===== src/rtl/pipe_pkg.sv =====
// Shared types for the pipeline hazard controller.
// Entry rd_addr is sized for the widest supported register address.
package pipe_pkg;

  localparam int unsigned PIPE_RAW_MAX = 8;

  typedef struct packed {
    logic                    valid;
    logic                    rd_en;
    logic                    is_load;
    logic [PIPE_RAW_MAX-1:0] rd_addr;
  } pipe_entry_t;

  localparam pipe_entry_t PIPE_BUBBLE = '0;

  function automatic int fwd_sel_width(input int n);
    return $clog2(n + 1);
  endfunction

endpackage


===== src/rtl/fwd_match.sv =====
// Priority match of one ID source operand against tracked stages.
// Youngest matching stage wins; x0 never matches.
module fwd_match
  import pipe_pkg::*;
#(
  parameter int NumStages   = 3,
  parameter int FwdSelW     = 2,
  parameter int LoadLatency = 1
) (
  input  pipe_entry_t [NumStages-1:0] entries_i,
  input  logic [PIPE_RAW_MAX-1:0]     rs_i,
  input  logic                        rs_used_i,
  output logic [FwdSelW-1:0]          fwd_sel_o,
  output logic                        load_hit_o
);

  logic [NumStages-1:0] hit;

  always_comb begin
    for (int k = 0; k < NumStages; k++) begin
      hit[k] = entries_i[k].valid && entries_i[k].rd_en &&
               (entries_i[k].rd_addr != '0) &&
               (entries_i[k].rd_addr == rs_i) && rs_used_i;
    end
  end

  always_comb begin
    fwd_sel_o  = '0;
    load_hit_o = 1'b0;
    for (int k = NumStages - 1; k >= 0; k--) begin
      if (hit[k]) begin
        fwd_sel_o = FwdSelW'(k + 1);
      end
      if (hit[k] && entries_i[k].is_load && (k < LoadLatency)) begin
        load_hit_o = 1'b1;
      end
    end
  end

endmodule


===== src/rtl/pipe_hazard_ctl.sv =====
// Pipeline hazard control: forwarding, load-use stall, redirect flush.
// Optional PIPE_PERF_CNT_EN adds saturating stall/flush counters.
module pipe_hazard_ctl
  import pipe_pkg::*;
#(
  parameter int NumStages    = 3,
  parameter int RegAddrWidth = 5,
  parameter int LoadLatency  = 1,
  parameter int CntWidth     = 32,
  localparam int FwdSelW     = fwd_sel_width(NumStages)
) (
  input  logic                    clk,
  input  logic                    rst_n,
  input  logic                    mem_ready,
  input  logic                    id_valid,
  input  logic [RegAddrWidth-1:0] id_rs1_addr,
  input  logic [RegAddrWidth-1:0] id_rs2_addr,
  input  logic                    id_rs1_used,
  input  logic                    id_rs2_used,
  input  logic [RegAddrWidth-1:0] id_rd_addr,
  input  logic                    id_rd_en,
  input  logic                    id_is_load,
  input  logic                    br_redirect,
  output logic                    stall_if,
  output logic                    stall_id,
  output logic                    flush_id,
  output logic [FwdSelW-1:0]      fwd_rs1_sel,
  output logic [FwdSelW-1:0]      fwd_rs2_sel,
  output logic [NumStages-1:0]    stage_valid,
  output logic                    wb_rd_en,
  output logic [RegAddrWidth-1:0] wb_rd_addr
`ifdef PIPE_PERF_CNT_EN
  ,
  output logic [CntWidth-1:0]     stall_cnt,
  output logic [CntWidth-1:0]     flush_cnt
`endif
);

  pipe_entry_t [NumStages-1:0] entry_q, entry_d;
  pipe_entry_t id_info;
  logic hit1, hit2;
  logic load_use, inject;

  fwd_match #(
    .NumStages  (NumStages),
    .FwdSelW    (FwdSelW),
    .LoadLatency(LoadLatency)
  ) u_fwd_rs1 (
    .entries_i (entry_q),
    .rs_i      (PIPE_RAW_MAX'(id_rs1_addr)),
    .rs_used_i (id_rs1_used),
    .fwd_sel_o (fwd_rs1_sel),
    .load_hit_o(hit1)
  );

  fwd_match #(
    .NumStages  (NumStages),
    .FwdSelW    (FwdSelW),
    .LoadLatency(LoadLatency)
  ) u_fwd_rs2 (
    .entries_i (entry_q),
    .rs_i      (PIPE_RAW_MAX'(id_rs2_addr)),
    .rs_used_i (id_rs2_used),
    .fwd_sel_o (fwd_rs2_sel),
    .load_hit_o(hit2)
  );

  assign load_use = id_valid && (hit1 || hit2);
  assign inject   = load_use || br_redirect;

  // Redirect wins over load-use; a frozen pipe stalls unconditionally.
  assign stall_if = mem_ready ? (load_use && !br_redirect) : 1'b1;
  assign stall_id = stall_if;
  assign flush_id = mem_ready && br_redirect;

  always_comb begin
    id_info         = PIPE_BUBBLE;
    id_info.valid   = id_valid;
    id_info.rd_en   = id_rd_en;
    id_info.is_load = id_is_load;
    id_info.rd_addr = PIPE_RAW_MAX'(id_rd_addr);
  end

  always_comb begin
    entry_d = entry_q;
    if (mem_ready) begin
      entry_d[0] = inject ? PIPE_BUBBLE : id_info;
      for (int k = 1; k < NumStages; k++) begin
        entry_d[k] = entry_q[k-1];
      end
    end
  end

  always_ff @(posedge clk or negedge rst_n) begin
    if (!rst_n) begin
      entry_q <= '0;
    end else begin
      entry_q <= entry_d;
    end
  end

  always_comb begin
    stage_valid = '0;
    for (int k = 0; k < NumStages; k++) begin
      stage_valid[k] = entry_q[k].valid;
    end
  end

  assign wb_rd_en = entry_q[NumStages-1].valid &&
                    entry_q[NumStages-1].rd_en &&
                    (entry_q[NumStages-1].rd_addr != '0);
  assign wb_rd_addr = entry_q[NumStages-1].rd_addr[RegAddrWidth-1:0];

`ifdef PIPE_PERF_CNT_EN
  logic [CntWidth-1:0] stall_cnt_q, flush_cnt_q;
  logic stall_ev, flush_ev;

  assign stall_ev = mem_ready && load_use && !br_redirect;
  assign flush_ev = mem_ready && br_redirect;

  always_ff @(posedge clk or negedge rst_n) begin
    if (!rst_n) begin
      stall_cnt_q <= '0;
      flush_cnt_q <= '0;
    end else begin
      if (stall_ev && (stall_cnt_q != '1)) begin
        stall_cnt_q <= stall_cnt_q + 1'b1;
      end
      if (flush_ev && (flush_cnt_q != '1)) begin
        flush_cnt_q <= flush_cnt_q + 1'b1;
      end
    end
  end

  assign stall_cnt = stall_cnt_q;
  assign flush_cnt = flush_cnt_q;
`else
  logic unused_cntw;
  assign unused_cntw = |CntWidth;
`endif

endmodule


===== config.mk =====
export PLATFORM = sky130hd
export DESIGN_NAME = pipe_hazard_ctl
export DESIGN_NICKNAME = d
export VERILOG_FILES = /design/src/rtl/pipe_pkg.sv /design/src/rtl/fwd_match.sv /design/src/rtl/pipe_hazard_ctl.sv
export SDC_FILE = /design/constraint.sdc
export NUM_CORES = 1
export LEC_CHECK = 0
export CAP_MARGIN = 25
export CORE_ASPECT_RATIO = 1.5
export CORE_MARGIN = 1
export CORE_UTILIZATION = 50
export DETAILED_ROUTE_END_ITERATION = 8
export PLACE_DENSITY = 0.82
export SYNTH_ARGS = -nofsm -noshare
export SYNTH_HDL_FRONTEND = slang
export SYNTH_HIERARCHICAL = 1
export SYNTH_SLANG_ARGS = --single-unit

===== constraint.sdc =====
create_clock -name clk -period 4.2 [get_ports clk]
set_clock_uncertainty 0.15 [all_clocks]
set_input_delay 0.84 -clock clk [delete_from_list [all_inputs] [get_ports clk]]
set_output_delay 0.84 -clock clk [all_outputs]
set_load 0.005 [all_outputs]

# Yosys cells after proc, flatten, opt, wreduce, memory -nomap -nowiden
# Index checks and enable logic that the tools add are counted.
# classes
n_eq_ne	6
shifts	0
add_sub_neg	0
n_div	0
n_lt_le_gt_ge	0
reduce_logical	29
n_bitwise	0
mux	10
multipliers	0
# op_table
operator	n
$eq 8x5->1	6
$reduce_bool 8->1	3
$logic_and 1x1->1	23
$mux 2	6
$mux 11	1
$mux 1	3
$logic_or 1x1->1	2
$logic_not 1->1	1
# totals
regBits	31
ram_bits	0
rom_bits	0
word_cells	55
latch_bits	0
memories	0
output_inout_bits	16

# Logic depth before layout (Yosys ltp)
# Gate-level depths: netlist of run 1.
# logic_depth
ltp_word	10
depth_mapped	8

# By module
# Netlist of run 1, hierarchy kept.
# by_module_without_submodules
module	area_each_um2	cells_per_inst	seq_area_each_um2	instances
pipe_hazard_ctl	1061.0	85	600.6	1
fwd_match	381.6	50	0.0	2

# Least setup slack after synthesis of run 1
# OpenSTA, ideal clock, no wires.
# synth_timing
kind	input -> output
from	in id_rs2_addr[0]
to	out stall_if
arrival_ns	2.095
path_slack_ns	1.115
path_buffers	1
required_time_ns	3.210
stages	7
cell_sequence	xnor2_1 nand4_1 a2111oi_4 and2_1 o21ai_0 o21ai_0 buf_4
# synth_via
elab_chain_len	9
# synth_lines
item	line	rtl
from (decl)	pipe_hazard_ctl.sv:17	input logic [RegAddrWidth-1:0] id_rs2_addr,
$eq 8x5->1	fwd_match.sv:23	(entries_i[k].rd_addr == rs_i) && rs_used_i;
$logic_and 1x1->1	fwd_match.sv:22	(entries_i[k].rd_addr != '0) &&
$logic_and 1x1->1	fwd_match.sv:23	
$logic_and 1x1->1	fwd_match.sv:34	if (hit[k] && entries_i[k].is_load && (k < LoadLatency)) begin
$mux 1	fwd_match.sv:34	
named net hit2	pipe_hazard_ctl.sv:41	logic hit1, hit2;
$logic_or 1x1->1	pipe_hazard_ctl.sv:68	assign load_use = id_valid && (hit1 || hit2);
$logic_and 1x1->1	pipe_hazard_ctl.sv:68	
$logic_and 1x1->1	pipe_hazard_ctl.sv:72	assign stall_if = mem_ready ? (load_use && !br_redirect) : 1'b1;
$mux 1	pipe_hazard_ctl.sv:72	
to (decl)	pipe_hazard_ctl.sv:24	output logic stall_if,
# The timed path passes the listed nets, and every way through them passes these cells.

# Worst setup path after layout of run 1
# layout_timing
from	in id_rs1_addr[0]
to	out stall_id
# layout_via
elab_chain_len	9
# layout_lines
item	line	rtl
from (decl)	pipe_hazard_ctl.sv:16	input logic [RegAddrWidth-1:0] id_rs1_addr,
$eq 8x5->1	fwd_match.sv:23	
$logic_and 1x1->1	fwd_match.sv:22	
$logic_and 1x1->1	fwd_match.sv:23	
$logic_and 1x1->1	fwd_match.sv:34	
$mux 1	fwd_match.sv:34	
named net hit1	pipe_hazard_ctl.sv:41	
$logic_or 1x1->1	pipe_hazard_ctl.sv:68	
$logic_and 1x1->1	pipe_hazard_ctl.sv:68	
$logic_and 1x1->1	pipe_hazard_ctl.sv:72	
$mux 1	pipe_hazard_ctl.sv:72	
to (decl)	pipe_hazard_ctl.sv:25	output logic stall_id,
# The timed path passes the listed nets, and every way through them passes these cells.

==> results of run 1 <==
==> state kept, by name (all words and copies together), names as in the netlist <==
name and flops:
wb_rd_addr 5, entry_q 14, stage_valid 3
==> layer usage <==
layer / vias to the layer above / GRT usage (%) / wire length, um
li1: 755 / - / -
met1: 703 / 30.8 / 1810
met2: 48 / 42.7 / 2210
met3: 14 / 1.23 / 122
met4: 0 / 12.7 / 147
met5: - / 0 / 0
==> critical path: stages <==
cell	delay, ns
clkdlybuf4s50_1	0.55
xnor2_1	0.14
nand4_1	0.22
a2111oi_4	0.29
and2_1	0.21
o21ai_0	0.13
o21ai_1	0.20
clkdlybuf4s50_1	0.53
==> power breakdown <==
part	total, W	switching (W)	internal [W]
combinational	0.000177	0.0000758	0.000101
sequential	0.000286	0.0000507	0.000236
clock	0.000125	0.0000608	0.0000639
==> layout make-up <==
type                       instances  area [sq um]  share of cell area, %
inverter                           8          30.0                   1.28
sequential                        22           551                   23.5
multi-input combinational        180          1230                   52.3
clock buffer                       3          41.3                   1.76
tap                               42          52.6                   2.24
timing repair buffer              45           445                   19.0
==> repair_timing <==
| item | CTS | global route |
|---|---|---|
| pin swaps | 0 | 5 |
| buffers inserted | 0 | 3 |
| setup endpoints to repair | 2 | 2 |
| resized for setup | 1 | 5 |
| hold buffers | 0 | 0 |
==> worst paths after layout <==
kind                                 from  slack [ns]             to  cells past startpoint
max                        id_rs1_addr[0]        0.11       stall_id                      8
min                            entry_q[8]        0.42     entry_q[8]                      2
max reg2reg                    entry_q[0]        1.99     entry_q[2]                      6
min reg2reg                    entry_q[8]        0.42     entry_q[8]                      2
max in group asynchronous           rst_n        2.36  wb_rd_addr[0]                      1
min in group asynchronous           rst_n        0.96     entry_q[4]                      1
==> cell usage in the layout, fill, tap and decap left out, drive strengths merged, types with 12 or more instances in the layout <==
| cell | n |
|---|---|
| clkdlybuf4s50 | 35 |
| conb | 46 |
| nor4 | 14 |
| mux2 | 14 |
| dfrtp | 22 |
| xnor2 | 14 |
| xor2 | 32 |
| nand2 | 12 |
==> through the flow <==
stage	utilization, %	hold WS, ns	power, W
after detailed placement	67.1	0.396	0.000462
after global placement	67.1	0.377	0.000457
final	69.3	0.420	0.000588
after global routing	69.3	0.445	0.000621
after CTS	68.3	0.405	0.000587
after floorplan	-	0.340	0.000395
==> flow_summary.ini, run 1 <==
[placement]
io_buffers = 39
placed_cells = 294
dp_slack_ns = 0.00706
hpwl_mm = 3.24
gp_congestion = 0.932
dpl_cell_area_sq_um = 2270

[clock_network]
htreeDepth = 1
clkSlewWorstSetupHoldPaths_ns = 0.07
cts_buffers = 3
cts-root-buf = clkbuf_8
clkSinkCount = 22
cts.path.max_buffers = 2
cts_tree = built
clkLatencyLatePin_ns = 0.26

[critical_path]
required_ns = 3.21
crit_fanout = 3
crit_arrival_ns = 3.10
path_class = in2out
cp-start-kind = primary input
critPathCaptureType = output port

[drt]
drt-vias-per-instance = 5.07
via_count = 1520
drc = 0
first_iter_violations = 31
ant_nets = 0
wl_mm = 4.30
firstDrtPassIters = 4
post_drt_wl_per_cell_um = 14.3

[timing]
max_freq_mhz = 244
tightest_slew_ns = 0.947
setup_violations = 0
maxSlewViolCount = 0
max-slew-margin-rel_pct = 36.7
hold_viol = 0
period_share_pct = 97.5
setup_ws_ns = 0.106
rsz0062_at_grt = no
finalSetupTns_ns = 0
final.min_clock_period_ns = 4.09

[logic_synthesis]
synth_area_sq_um = 1750
yosysWarningCount = 6
syn_area_per_cell_sq_um = 9.68
syn_inst = 181

[final_layout]
fillers = 278
fin_nets = 284
stdcell_area_sq_um = 2350
drive_gt1_share_pct = 10.1
synthToLayoutAreaGrowth_pct = 33.9
layoutNonFillerInstCount = 300
antenna_cells = 0

[global_route]
gr-total-overflow = 0
grt_antenna_before_repair = 0
grt_max_degree = 23
grt_pass1_wl_mm = 6.73
grt_pass1_vias = 1395
track_usage_pct = 24.6

[pwr]
power_density_nw_per_um2 = 251
p_leak_nw = 1.10
ir_drop_uv = 277

[worst_hold_path]
hold_path.class = reg2reg

[job]
maxCapViolCount = 0

[floorplanning]
rows = 26
die_y_um = 74.5
dieArea_sq_um = 3750
pin_count = 40
die_w_um = 50.3
fp.coreArea_sq_um = 3380
start_util_pct = 51.8

[outcome]
outcome = complete, no violations
Note: power is estimated with default switching activity, not from simulation.
==> run 2, diff against run 1 <==
--- a/config.mk
+++ b/config.mk
@@ -9,6 +9,7 @@
 export CORE_ASPECT_RATIO = 1.5
 export CORE_MARGIN = 1
 export CORE_UTILIZATION = 50
+export CTS_CLUSTER_SIZE = 24
 export DETAILED_ROUTE_END_ITERATION = 8
 export PLACE_DENSITY = 0.82
 export SYNTH_ARGS = -nofsm -noshare
==> results of run 2 <==
The final DEF is identical to that of run 1; final timing and power are the same.
==> run 3, diff against run 2 <==
--- a/config.mk
+++ b/config.mk
@@ -5,6 +5,7 @@
 export SDC_FILE = /design/constraint.sdc
 export NUM_CORES = 1
 export LEC_CHECK = 0
+export ABC_CLOCK_PERIOD_IN_PS = 4200
 export CAP_MARGIN = 25
 export CORE_ASPECT_RATIO = 1.5
 export CORE_MARGIN = 1
==> results of run 3 <==
The final DEF is identical to that of run 1; final timing and power are the same.
